### config.mk
export PLATFORM = sky130hd
export DESIGN_NAME = sync_ram_arbiter_flat
export DESIGN_NICKNAME = d
export VERILOG_FILES = /design/src/rtl/sync_ram_pkg.sv /design/src/rtl/sync_ram_arbiter_if.sv /design/src/rtl/ram_rr_arbiter.sv /design/src/rtl/sync_ram_arbiter.sv /design/src/flat_wrapper.sv
export SDC_FILE = /design/constraint.sdc
export NUM_CORES = 1
export LEC_CHECK = 0
export CAP_MARGIN = 20
export CELL_PAD_IN_SITES_DETAIL_PLACEMENT = 0
export CELL_PAD_IN_SITES_GLOBAL_PLACEMENT = 1
export CORE_MARGIN = 4
export CORE_UTILIZATION = 18
export CTS_CLUSTER_DIAMETER = 80
export DETAILED_ROUTE_END_ITERATION = 7
export PLACE_DENSITY_LB_ADDON = 0.1
export SETUP_SLACK_MARGIN = 0.2
export SYNTH_ARGS = -nofsm -noshare
export SYNTH_HDL_FRONTEND = slang
export SYNTH_SLANG_ARGS = --single-unit
### constraint.sdc
create_clock -name clk -period 1.02 [get_ports clk]
set_input_delay 0.204 -clock clk [delete_from_list [all_inputs] [get_ports clk]]
set_output_delay 0.204 -clock clk [all_outputs]
set_load 0.02 [all_outputs]
### src/rtl/sync_ram_pkg.sv
// Shared types for the sync_ram front-end: FSM encoding and requester count.
// Latency: n/a (types and constants only).
// Backpressure: n/a.
package sync_ram_pkg;

  localparam int NUM_REQ = 2;

  typedef enum logic {
    ST_INIT = 1'b0,
    ST_RUN  = 1'b1
  } state_t;

endpackage

### src/rtl/sync_ram_arbiter_if.sv
// Requester-side bundle: request handshake plus shared read-response bus.
// Latency: n/a (wires only).
// Backpressure: req_ready per requester; responses have none.
interface sync_ram_arbiter_if import sync_ram_pkg::*; #(
  parameter int DATA_WIDTH = 4,
  parameter int ADDR_WIDTH = 2
);
  logic [NUM_REQ-1:0]            req_valid;
  logic [NUM_REQ-1:0]            req_ready;
  logic [NUM_REQ-1:0]            req_we;
  logic [NUM_REQ*ADDR_WIDTH-1:0] req_addr;
  logic [NUM_REQ*DATA_WIDTH-1:0] req_wdata;
  logic [NUM_REQ-1:0]            rsp_valid;
  logic [DATA_WIDTH-1:0]         rsp_rdata;

  // requester side
  modport master (
    output req_valid, req_we, req_addr, req_wdata,
    input  req_ready, rsp_valid, rsp_rdata
  );

  // arbiter side
  modport slave (
    input  req_valid, req_we, req_addr, req_wdata,
    output req_ready, rsp_valid, rsp_rdata
  );
endinterface

### src/rtl/ram_rr_arbiter.sv
// Two-way round-robin grant: lone requester wins, contention goes to ptr.
// Latency: combinational grant; ptr updates on the granting edge.
// Backpressure: req_ready is the one-hot grant, low whenever en is low.
module ram_rr_arbiter import sync_ram_pkg::*; (
  input  logic               clk,
  input  logic               rst,
  input  logic               en,
  input  logic [NUM_REQ-1:0] req_valid,
  output logic [NUM_REQ-1:0] req_ready,
  output logic               gnt_vld,
  output logic               gnt_id
);

  logic ptr;

  // ptr names the requester favoured on the next contended cycle
  always_ff @(posedge clk) begin
    if (rst) begin
      ptr <= 1'b0;
    end else if (gnt_vld) begin
      ptr <= ~gnt_id;
    end
  end

  // grant decode: only one valid wins outright, both valid defers to ptr
  always_comb begin
    gnt_vld   = en && (req_valid != '0);
    gnt_id    = (&req_valid) ? ptr : req_valid[1];
    req_ready = '0;
    if (gnt_vld) begin
      req_ready[gnt_id] = 1'b1;
    end
  end

endmodule

### src/rtl/sync_ram_arbiter.sv
// Front-end for a single-port sync RAM: clear sweep after reset, then RR access.
// Latency: RAM drive combinational; read data returned one cycle after grant.
// Backpressure: per-requester req_ready; responses cannot be stalled.
module sync_ram_arbiter import sync_ram_pkg::*; #(
  parameter int DATA_WIDTH = 4,
  parameter int DEPTH      = 4,
  parameter int ADDR_WIDTH = 2
) (
  input  logic                  clk,
  input  logic                  rst,
  sync_ram_arbiter_if.slave     bus,
  output logic                  init_done,
  output logic                  ram_wr_en,
  output logic [ADDR_WIDTH-1:0] ram_addr,
  output logic [DATA_WIDTH-1:0] ram_wr_data,
  input  logic [DATA_WIDTH-1:0] ram_rd_data
);

  localparam logic [ADDR_WIDTH-1:0] LAST_ADDR = ADDR_WIDTH'(DEPTH - 1);
  localparam logic [ADDR_WIDTH:0]   DEPTH_W   = (ADDR_WIDTH + 1)'(DEPTH);

  state_t                  state, state_nxt;
  logic [ADDR_WIDTH-1:0]   cnt, cnt_nxt;
  logic                    arb_en;
  logic                    gnt_vld;
  logic                    gnt_id;
  logic                    sel_we;
  logic [ADDR_WIDTH-1:0]   sel_addr;
  logic [DATA_WIDTH-1:0]   sel_wdata;
  logic                    in_range;
  logic                    rsp_pend;
  logic                    rsp_id;
  logic                    rsp_oor;

  ram_rr_arbiter u_arb (
    .clk       (clk),
    .rst       (rst),
    .en        (arb_en),
    .req_valid (bus.req_valid),
    .req_ready (bus.req_ready),
    .gnt_vld   (gnt_vld),
    .gnt_id    (gnt_id)
  );

  // fields of whichever requester currently holds the grant
  always_comb begin
    sel_we    = gnt_id ? bus.req_we[1] : bus.req_we[0];
    sel_addr  = gnt_id ? bus.req_addr[2*ADDR_WIDTH-1:ADDR_WIDTH] : bus.req_addr[ADDR_WIDTH-1:0];
    sel_wdata = gnt_id ? bus.req_wdata[2*DATA_WIDTH-1:DATA_WIDTH] : bus.req_wdata[DATA_WIDTH-1:0];
    in_range  = ({1'b0, sel_addr} < DEPTH_W);
  end

  // FSM and sweep counter registers
  always_ff @(posedge clk) begin
    if (rst) begin
      state <= ST_INIT;
      cnt   <= '0;
    end else begin
      state <= state_nxt;
      cnt   <= cnt_nxt;
    end
  end

  // next state and RAM drive; everything idles while rst is high
  always_comb begin
    state_nxt   = state;
    cnt_nxt     = cnt;
    arb_en      = 1'b0;
    init_done   = 1'b0;
    ram_wr_en   = 1'b0;
    ram_addr    = '0;
    ram_wr_data = '0;
    if (!rst) begin
      case (state)
        ST_INIT: begin
          ram_wr_en = 1'b1;
          ram_addr  = cnt;
          cnt_nxt   = cnt + ADDR_WIDTH'(1);
          if (cnt == LAST_ADDR) begin
            state_nxt = ST_RUN;
            cnt_nxt   = '0;
          end
        end
        ST_RUN: begin
          init_done = 1'b1;
          arb_en    = 1'b1;
          if (gnt_vld) begin
            // out-of-range writes still handshake but never reach the RAM
            ram_addr = sel_addr;
            if (sel_we) begin
              ram_wr_en   = in_range;
              ram_wr_data = sel_wdata;
            end
          end
        end
        default: state_nxt = ST_INIT;
      endcase
    end
  end

  // read tag: remembers who to answer next cycle and whether to force zero
  always_ff @(posedge clk) begin
    if (rst) begin
      rsp_pend <= 1'b0;
      rsp_id   <= 1'b0;
      rsp_oor  <= 1'b0;
    end else begin
      rsp_pend <= gnt_vld && !sel_we;
      rsp_id   <= gnt_id;
      rsp_oor  <= !in_range;
    end
  end

  // response pulse; a reset arriving with a pending tag drops the response
  always_comb begin
    bus.rsp_valid = '0;
    bus.rsp_rdata = '0;
    if (rsp_pend && !rst) begin
      bus.rsp_valid[rsp_id] = 1'b1;
      if (!rsp_oor) begin
        bus.rsp_rdata = ram_rd_data;
      end
    end
  end

endmodule

### src/flat_wrapper.sv
// flat-port wrapper written by rule: the top's interface ports become plain ports
module sync_ram_arbiter_flat import sync_ram_pkg::*;
#(
  parameter int DATA_WIDTH = 4,
  parameter int DEPTH      = 4,
  parameter int ADDR_WIDTH = 2
)
  (clk, rst, init_done, ram_wr_en, ram_addr, ram_wr_data, ram_rd_data, bus_req_valid, bus_req_we, bus_req_addr, bus_req_wdata, bus_req_ready, bus_rsp_valid, bus_rsp_rdata);
  sync_ram_arbiter_if #(.DATA_WIDTH(DATA_WIDTH), .ADDR_WIDTH(ADDR_WIDTH)) bus_i ();
  input  logic clk;
  input  logic rst;
  output logic init_done;
  output logic ram_wr_en;
  output logic [ADDR_WIDTH-1:0] ram_addr;
  output logic [DATA_WIDTH-1:0] ram_wr_data;
  input  logic [DATA_WIDTH-1:0] ram_rd_data;
  input wire logic [$bits(bus_i.req_valid)-1:0] bus_req_valid;
  input wire logic [$bits(bus_i.req_we)-1:0] bus_req_we;
  input wire logic [$bits(bus_i.req_addr)-1:0] bus_req_addr;
  input wire logic [$bits(bus_i.req_wdata)-1:0] bus_req_wdata;
  output wire logic [$bits(bus_i.req_ready)-1:0] bus_req_ready;
  output wire logic [$bits(bus_i.rsp_valid)-1:0] bus_rsp_valid;
  output wire logic [$bits(bus_i.rsp_rdata)-1:0] bus_rsp_rdata;
  assign bus_i.req_valid = bus_req_valid;
  assign bus_i.req_we = bus_req_we;
  assign bus_i.req_addr = bus_req_addr;
  assign bus_i.req_wdata = bus_req_wdata;
  assign bus_req_ready = bus_i.req_ready;
  assign bus_rsp_valid = bus_i.rsp_valid;
  assign bus_rsp_rdata = bus_i.rsp_rdata;
  sync_ram_arbiter #(.DATA_WIDTH(DATA_WIDTH), .DEPTH(DEPTH), .ADDR_WIDTH(ADDR_WIDTH)) u_core (.clk(clk), .rst(rst), .bus(bus_i), .init_done(init_done), .ram_wr_en(ram_wr_en), .ram_addr(ram_addr), .ram_wr_data(ram_wr_data), .ram_rd_data(ram_rd_data));
endmodule
==> flow_summary_export.csv, run 1 <==
group,metric,value,unit
status,outcome,"finished, violations left",
status,violations,"negative setup slack",
timing,whs,333,ps
detailed_routing,drt_iter0_drc,0,
finish,fin_area,1310,µm²
timing,setup_viol,18,
critical_path,start_kind,"register",
global_routing,grt_max_degree,7,
floorplanning,die_width,59.5,µm
clock_network,cts_tree,"done",
place,portBuffers,37,
finish,antenna_cells,0,
critical_path,arrival,1280,ps
yosys,yosysTopAreaCell,"dfxtp_1",
yosys,syn_area,478,µm²
yosys,synthFlopType,"dfxtp_1",
global_routing,grt_pass1_vias,672,
finish,nNetsFinal,147,
yosys,synth_cells,62,
finish,final_layout_size_suffix_gt1_share,66.4,%
critical_path,worst_setup_path_end_kind,"primary output",
critical_path,crit_type,"reg2out",
detailed_routing,ant_nets,0,
floorplanning,core,2500,µm²
critical_path,critPathMaxFanout,6,
clock_network,htreeDepth,1,
timing,slew_violations,0,
place,dp_hpwl,1.48,mm
timing,fmax,0.673,GHz
timing,finClkSkew,1.32,ps
power,peakVddDrop,0.725,mV
yosys,synth-edff-count,0,
flow_run,maxCapViolCount,0,
place,gp_congestion,0.634,
clock_network,clkSinkCount,6,
timing,post-route-period-util,146,%
detailed_routing,wl,1.79,mm
timing,rsz0062_at_grt,"yes",
detailed_routing,routedWlPerCell,11.8,µm
clock_network,cts_inserted_buffers,3,
detailed_routing,drc_errors,0,
floorplanning,fp.dieH,59.5,µm
place,postPlaceCellArea,1120,µm²
finish,layout_common_cells,"26 x buf_6, 18 x clkdlybuf4s50_1, 14 x buf_4",
timing,max_slew_margin,80.9,%
yosys,ys_ff_latch,6,
yosys,yosys.area.top_type_share,25.1,%
yosys,postSynthAreaPerCell,7.71,µm²
detailed_routing,vias,674,
clock_network,cts-hold-fix-buffers,0,
power,power_leakage,0.000513,µW
global_routing,grt_pass1_wl,2.82,mm
global_routing,grt.total_usage,10.5,%
yosys,ys_warn_count,0,
clock_network,path_clk_slew,40,ps
floorplanning,start_util,19.1,%
timing,hold_viol_final,0,
timing,setup_tns,-6020,ps
detailed_routing,first_pass_iters,1,
clock_network,clock-root-buffer,"clkbuf_4",
yosys,ys_seq_area_share,25.1,%
global_routing,antenna_found_initial,0,
timing,worst_pin_slew,286,ps
finish,area_growth,174,%
floorplanning,die-area,3540,µm²
timing,fin_crit,1490,ps
critical_path,cp.required,820,ps
power,cellPowerDensity,850,nW/µm²
finish,final_common_cell,"buf_6",
yosys,synthDistinctLibCells,26,
detailed_routing,viasPerCell,4.43,
clock_network,cts_buffer_depth,2,
hold_path,hold_class,"in2reg",
timing,fin_ws,-466,ps
yosys,synthArstFlopShare,0,%
floorplanning,ios,38,
yosys,syn_nets,85,
floorplanning,num_rows,18,
clock_network,insertion_delay,240,ps
global_routing,grt_overflow,0,
yosys,netlist_top_cells_area,"dfxtp_1 25%, and2_1 6.5%, a21oi_1 6.3%",
[cells in the mapped netlist, types with 2 or more instances]
master / n
nand4_1: 4
a311oi_1: 2
buf_6: 2
inv_1: 2
buf_2: 2
nor2b_1: 2
nor2_1: 7
a21oi_1: 6
nor3_1: 2
and2_1: 5
o211ai_1: 4
nand3_1: 5
dfxtp_1: 6
[report_power, final]
part	switching, µW	total [µW]	internal [µW]	leakage, µW
logic	252	589	337	0.000447
registers	35.9	309	273	0.0000514
clock network	80.3	213	133	0.0000138
[critical path, cell delays in order, from the launching register on]
cell and delay, ps:
dfxtp_2 320, and2b_4 300, o211ai_1 120, a21oi_2 170, buf_6 130
[cell type report]
| cell class | count | area (µm²) |
|---|---|---|
| clock buffers | 3 | 22.5 |
| fillers | 243 | 1190 |
| inverters | 2 | 7.51 |
| multi-input cells | 50 | 509 |
| flip-flops and latches | 6 | 129 |
| well taps | 30 | 37.5 |
| repair buffers | 61 | 602 |
[state kept, by name, summed over array words and instances, names as in the netlist]
signal            cells
u_core.u_arb.ptr      1
u_core.rsp_pend       1
u_core.cnt            2
u_core.state          1
u_core.rsp_id         1
[timing repair]
item / in CTS / in global routing
buffers inserted: 6 / 2
gates resized for setup: 111 / 16
endpoints found under the setup margin: 22 / 22
pin swaps: 19 / 17
[through the flow]
step	setup slack, ps	util (%)	power, µW	std cells
floorplan	-222	-	575	62
global placement	-1140	44.8	801	141
detailed placement	-1120	44.8	807	141
CTS	-519	49.6	1100	150
global route	-536	52.3	1190	152
finish	-466	52.3	1110	152
[path summary, 6_finish.rpt]
kind	slack [ps]	to	cells after the start	startpoint
setup / recovery	-470	ram_wr_data[1]	4	u_core.u_arb.ptr
hold reg to reg	550	u_core.cnt[1]	2	u_core.cnt[1]
setup reg to reg	-270	u_core.rsp_pend	6	u_core.state
hold / removal	330	u_core.rsp_id	3	rst
[kinds of logic (layout without fill, tap and decap cells)]
family / count (synthesis) / in the layout / synth area share (%)
DFF: 6 / 6 / 25.1
and+or+nand+nor: 31 / 31 / 38.0
adders and majority gates: 1 / 1 / 2.62
muxes: 1 / 1 / 2.09
buffers and inverters: 6 / 66 / 8.38
AOI/OAI and AO/OA: 17 / 17 / 23.8
[routing by layer]
metal  part of all wire [%]  global-route usage (%)  vias to the layer above
li1                       -                       -                      351
met1                     40                    12.1                      297
met2                     51                    18.4                       24
met3                    8.4                    2.18                        2
met4                   0.67                    4.75                        0
met5                      0                       0                        -
(Power assumes the default switching activity.)
==> run 2, diff against run 1 <==
- CORE_UTILIZATION: 18 -> 19
- SYNTH_HIERARCHICAL: unset -> 1
==> flow_summary_export.csv, run 2 <==
group,metric,value,unit
power,cellPowerDensity,841,nW/µm²
yosys,netlist_top_cells_area,"dfxtp_1 26%, mux2i_1 15%, and2_1 8.0%",
detailed_routing,drt_iter0_drc,6,
place,dp_slack,-1230,ps
yosys,synthArstFlopShare,0,%
timing,fmax,0.581,GHz
power,power_leakage,0.000515,µW
yosys,yosys.area.top_type_share,25.7,%
yosys,ys_ff_latch,6,
finish,final_common_cell,"buf_6",
place,dp_hpwl,1.21,mm
finish,nNetsFinal,134,
finish,layout_common_cells,"23 x buf_6, 18 x clkdlybuf4s50_1, 9 x buf_4",
clock_network,path_clk_slew,40,ps
critical_path,worst_setup_path_end_kind,"primary output",
yosys,yosys.cell_count.top_type,"mux2i_1",
detailed_routing,wl,1.68,mm
clock_network,clkSinkCount,6,
timing,max_slew_margin,82.3,%
detailed_routing,first_pass_iters,2,
yosys,ys_warn_count,6,
flow_run,maxCapViolCount,0,
yosys,syn_nets,76,
critical_path,cp.required,820,ps
critical_path,path_cells,"nand2b_4 -> and2_4 -> mux2i_4 -> buf_6 -> nor3_2 -> buf_4",
critical_path,r2r_cells,5,
detailed_routing,routedWlPerCell,12.3,µm
clock_network,cts-hold-fix-buffers,0,
finish,n_fill_cell,218,
finish,area_growth,161,%
global_routing,antenna_found_initial,0,
floorplanning,fp.dieH,57.6,µm
finish,final_layout_size_suffix_gt1_share,66.1,%
place,portBuffers,37,
floorplanning,die_width,57.6,µm
status,outcome,"finished, violations left",
finish,antenna_cells,0,
clock_network,cts_buffer_depth,2,
global_routing,grt_pass1_vias,613,
critical_path,crit_slowest_cell,"dfxtp_2",
floorplanning,die-area,3310,µm²
critical_path,r2r_end,"u_core/rsp_pend",
detailed_routing,drc_errors,0,
timing,worst_pin_slew,260,ps
hold_path,hold_class,"in2reg",
critical_path,reg2reg_slack,-290,ps
detailed_routing,viasPerCell,4.49,
timing,fin_crit,1720,ps
critical_path,crit_start,"u_core/u_arb/ptr",
timing,fin_ws,-701,ps
global_routing,grt_pass1_wl,2.66,mm
critical_path,crit_type,"reg2out",
status,violations,"negative setup slack",
finish,largest_reg_flops,2,
finish,regMostFlops,"u_core/cnt",
yosys,syn_area,467,µm²
clock_network,clock-root-buffer,"clkbuf_4",
critical_path,cpPeakStageDelay,320,ps
detailed_routing,ant_nets,0,
timing,setup_viol,18,
critical_path,r2r_start,"u_core/u_arb/ptr",
clock_network,cts_inserted_buffers,3,
global_routing,grt.total_usage,10.5,%
floorplanning,start_util,20.5,%
detailed_routing,vias,615,
yosys,postSynthAreaPerCell,8.81,µm²
clock_network,htreeDepth,1,
timing,slew_violations,0,
power,peakVddDrop,0.371,mV
global_routing,grt_overflow,0,
floorplanning,ios,38,
yosys,yosysTopAreaCell,"dfxtp_1",
global_routing,grt_max_degree,10,
timing,whs,388,ps
clock_network,cts_tree,"done",
hold_path,hold_depth,3,
floorplanning,num_rows,17,
yosys,ys_seq_area_share,25.7,%
critical_path,critPathMaxFanout,5,
hold_path,hold_path_end,"u_core/u_arb/ptr",
timing,finClkSkew,7.64,ps
critical_path,start_kind,"register",
floorplanning,core,2280,µm²
place,gp_congestion,0.692,
critical_path,arrival,1520,ps
yosys,synthDistinctLibCells,23,
timing,hold_viol_final,0,
clock_network,insertion_delay,250,ps
timing,rsz0062_at_grt,"yes",
timing,post-route-period-util,169,%
yosys,synth_cells,53,
yosys,synth_common_cells,"7 x mux2i_1, 6 x and2_1, 6 x dfxtp_1",
yosys,synthFlopType,"dfxtp_1",
yosys,synth-edff-count,0,
hold_path,min_from,"rst",
-- run 2: cell type report --
class | count | area (µm²) | area share [%]
Inverter | 2 | 7.51 | 0.615
Clock buffer | 3 | 22.5 | 1.85
Sequential cell | 6 | 126 | 10.4
Tap cell | 28 | 35.0 | 2.87
Timing Repair Buffer | 56 | 566 | 46.4
Multi-Input combinational cell | 42 | 463 | 37.9
-- run 2: timing repair --
action,in CTS,in global routing
pin swaps,7,6
endpoints found under the setup margin,22,22
buffers inserted,6,2
resized for setup,105,15
-- run 2: metrics by stage --
step                total power [µW]  setup TNS [ps]  area [µm²]  utilization (%)  cells
CTS                             1000           -7110        1140             50.0    135
detailed placement               732          -18580        1040             45.7    126
floorplan                        522           -5000         567                -     53
global route                    1120           -8400        1220             53.6    137
global placement                 732          -18440        1040             45.7    126
finish                          1030           -7200        1220             53.6    137
-- run 2: metal layers --
metal  up-vias  share of wire, %  track usage (%)
met1       275                36             10.7
met2        33                50             17.6
met5         -                 0                0
li1        302                 -                -
met4         0               2.6             7.95
met3         5                12             3.62
-- run 2: worst max-delay path: cells and delay by family (launching register included) --
kind,cells,cell delay [ps]
and+or+nand+nor,3,320
DFF,1,320
muxes,1,320
buffers and inverters,2,310
-- run 2: report_power, final --
part           internal (µW)  total, µW  switching (µW)
clock network            133        224            90.4
registers                271        291            19.7
logic                    306        511             205
total                    711       1030             315
-- run 2: how the worst max path moves through the flow --
stage               cells past startpoint             end
floorplan                               5     ram_addr[0]
global placement                        6  ram_wr_data[2]
detailed placement                      6  ram_wr_data[2]
CTS                                     6  ram_wr_data[3]
global route                            6  ram_wr_data[0]
finish                                  6  ram_wr_data[0]
-- run 2: kinds of logic (layout without fill, tap and decap cells) --
group | count (synthesis) | in the layout | synth area share, %
AO/OA/AOI/OAI | 8 | 8 | 12.6
adder cells (fa/ha/maj) | 1 | 1 | 2.68
buffers and inverters | 5 | 61 | 7.24
flip-flops | 6 | 6 | 25.7
multiplexers | 8 | 8 | 19.8
AND/OR/NAND/NOR | 25 | 25 | 31.9
==> run 3, diff against run 2 <==
- ABC_AREA: unset -> 1
- CORE_UTILIZATION: 19 -> 17
- HOLD_SLACK_MARGIN: unset -> 0.08
==> flow_summary_export.csv, run 3 <==
group,metric,value,unit
finish,largest_reg_flops,2,
yosys,yosys.area.top_type_share,24.9,%
finish,nNetsFinal,172,
yosys,ys_seq_area_share,24.9,%
yosys,yosys.cell_count.top_type,"nor2_1",
timing,rsz0062_at_grt,"yes",
timing,post-route-period-util,168,%
yosys,ys_warn_count,6,
place,dp_hpwl,1.33,mm
global_routing,grt_max_degree,9,
floorplanning,die-area,3760,µm²
detailed_routing,viasPerCell,4.13,
timing,whs,428,ps
yosys,synth_common_cells,"18 x nor2_1, 17 x inv_1, 12 x nand2_1",
global_routing,grt_overflow,0,
floorplanning,die_width,61.3,µm
timing,hold_viol_final,0,
global_routing,met3_usage,1.47,%
finish,antenna_cells,0,
global_routing,antenna_found_initial,0,
yosys,netlist_top_cells_area,"dfxtp_1 25%, nor2_1 14%, inv_1 13%",
finish,multi_input_area,554,µm²
clock_network,insertion_delay,250,ps
floorplanning,fp.dieH,61.3,µm
floorplanning,core,2730,µm²
finish,final_common_cell,"buf_6",
finish,fin_area,1470,µm²
critical_path,cp.required,820,ps
status,violations,"negative setup slack",
power,cellPowerDensity,879,nW/µm²
status,outcome,"finished, violations left",
yosys,ys_ff_latch,6,
critical_path,worst_setup_path_end_kind,"primary output",
detailed_routing,drt_iter0_drc,6,
place,gp_congestion,0.759,
clock_network,cts-hold-fix-buffers,0,
finish,seqCellArea,133,µm²
timing,fin_crit,1710,ps
flow_run,maxCapViolCount,0,
global_routing,grt_pass1_vias,750,
hold_path,hold_class,"in2reg",
detailed_routing,routedWlPerCell,10.4,µm
timing,slew_violations,0,
global_routing,use_met1,13.3,%
critical_path,crit_type,"reg2out",
power,power,1290,µW
place,portBuffers,37,
detailed_routing,wl,1.87,mm
detailed_routing,first_pass_iters,2,
floorplanning,start_util,17.7,%
yosys,synth-edff-count,0,
critical_path,crit_slowest_cell,"dfxtp_2",
power,peakVddDrop,0.518,mV
finish,layout_common_cells,"33 x buf_6, 14 x clkdlybuf4s50_1, 14 x nor2_4",
yosys,synthDistinctLibCells,18,
yosys,synth_cells,82,
critical_path,start_kind,"register",
power,power_leakage,0.000620,µW
timing,fmax,0.585,GHz
timing,finClkSkew,2.29,ps
yosys,synthFlopType,"dfxtp_1",
finish,area_growth,205,%
global_routing,grt_pass1_wl,3.14,mm
yosys,syn_area,483,µm²
finish,final_layout_size_suffix_gt1_share,71.6,%
yosys,synthArstFlopShare,0,%
clock_network,cts_inserted_buffers,3,
place,postPlaceCellArea,1150,µm²
finish,final_util,53.9,%
detailed_routing,drc_errors,0,
global_routing,use_met2,19.2,%
timing,max_slew_margin,75.2,%
clock_network,path_clk_slew,50,ps
yosys,postSynthAreaPerCell,5.89,µm²
floorplanning,ios,38,
floorplanning,num_rows,19,
critical_path,cpPeakStageDelay,320,ps
clock_network,htreeDepth,1,
global_routing,grt.total_usage,10.8,%
clock_network,clock-root-buffer,"clkbuf_4",
timing,setup_tns,-6830,ps
clock_network,cts_tree,"done",
critical_path,arrival,1500,ps
finish,n_fill_cell,255,
yosys,syn_nets,105,
clock_network,cts_buffer_depth,2,
detailed_routing,vias,739,
finish,regMostFlops,"u_core/cnt",
critical_path,path_cells,"inv_2 -> nand2_2 -> nand2_4 -> clkinvlp_4 -> o21ai_4 -> nand3_4 -> nor2_4 -> buf_6",
clock_network,clkSinkCount,6,
critical_path,crit_start,"u_core/u_arb/ptr",
timing,worst_pin_slew,368,ps
critical_path,critPathMaxFanout,5,
critical_path,r2r_start,"u_core/u_arb/ptr",
global_routing,gr-max-usage-layer,"met2",
hold_path,min_from,"rst",
timing,setup_viol,19,
detailed_routing,ant_nets,0,
yosys,yosysTopAreaCell,"dfxtp_1",
timing,fin_ws,-689,ps
-- run 3: changes by cell type after synthesis, moves of 6 or more --
cell     change
and2_1       -6
mux2i_1      -7
nand2_1     +10
inv_1       +15
o21ai_0      +8
nor2_1      +15
-- run 3: repair_timing --
item | in CTS | in global routing
endpoints found under the setup margin | 22 | 22
gates resized for setup | 154 | 20
buffers inserted | 6 | 4
cloned | 1 | 0
hold endpoints to repair | 0 | 0
pin swaps | 17 | 11
-- run 3: where the power goes --
group	switching [µW]	internal, µW	total [µW]
combinational	336	408	744
clock	102	149	251
sequential	24.4	275	299
-- run 3: worst paths after layout --
kind	endpoint	slack, ps	cells past startpoint
setup / recovery	ram_wr_data[3]	-690	8
hold / removal	u_core/u_arb/ptr	430	4
hold reg to reg	u_core/u_arb/ptr	490	2
setup reg to reg	u_core/u_arb/ptr	-150	9
-- run 3: cell type report --
class	count	area share [%]
clock buffers	4	1.78
multi-input cells	57	37.6
repair buffers	62	42.7
inverters	18	5.69
well taps	31	2.63
repair inverters	1	0.510
flip-flops and latches	6	9.01
-- run 3: logic make-up (layout without fill, tap and decap cells) --
kind of cell	after synthesis	after routing	share of synthesized area [%]
DFF	6	6	24.9
adders and majority gates	1	1	2.59
AOI/OAI and AO/OA	15	15	17.6
buffers and inverters	19	85	16.3
and+or+nand+nor	41	41	38.6
-- run 3: worst max-delay path: cells and delay by family, from the launching register on --
family / cells / cell delay (ps)
AOI/OAI and AO/OA: 1 / 210
buffers and inverters: 3 / 320
and+or+nand+nor: 4 / 410
DFF: 1 / 320
-- run 3: metal layers --
metal | vias to the layer above | routed length (µm)
met3 | 2 | 132
li1 | 386 | -
met1 | 327 | 753
met4 | 0 | 14
met2 | 24 | 969
met5 | - | 0
-- run 3: per-stage QoR --
step                cells  worst slack [ps]
finish                179              -689
global route          179              -765
CTS                   175              -752
detailed placement    164             -1270
global placement      164             -1260
floorplan              82              -458
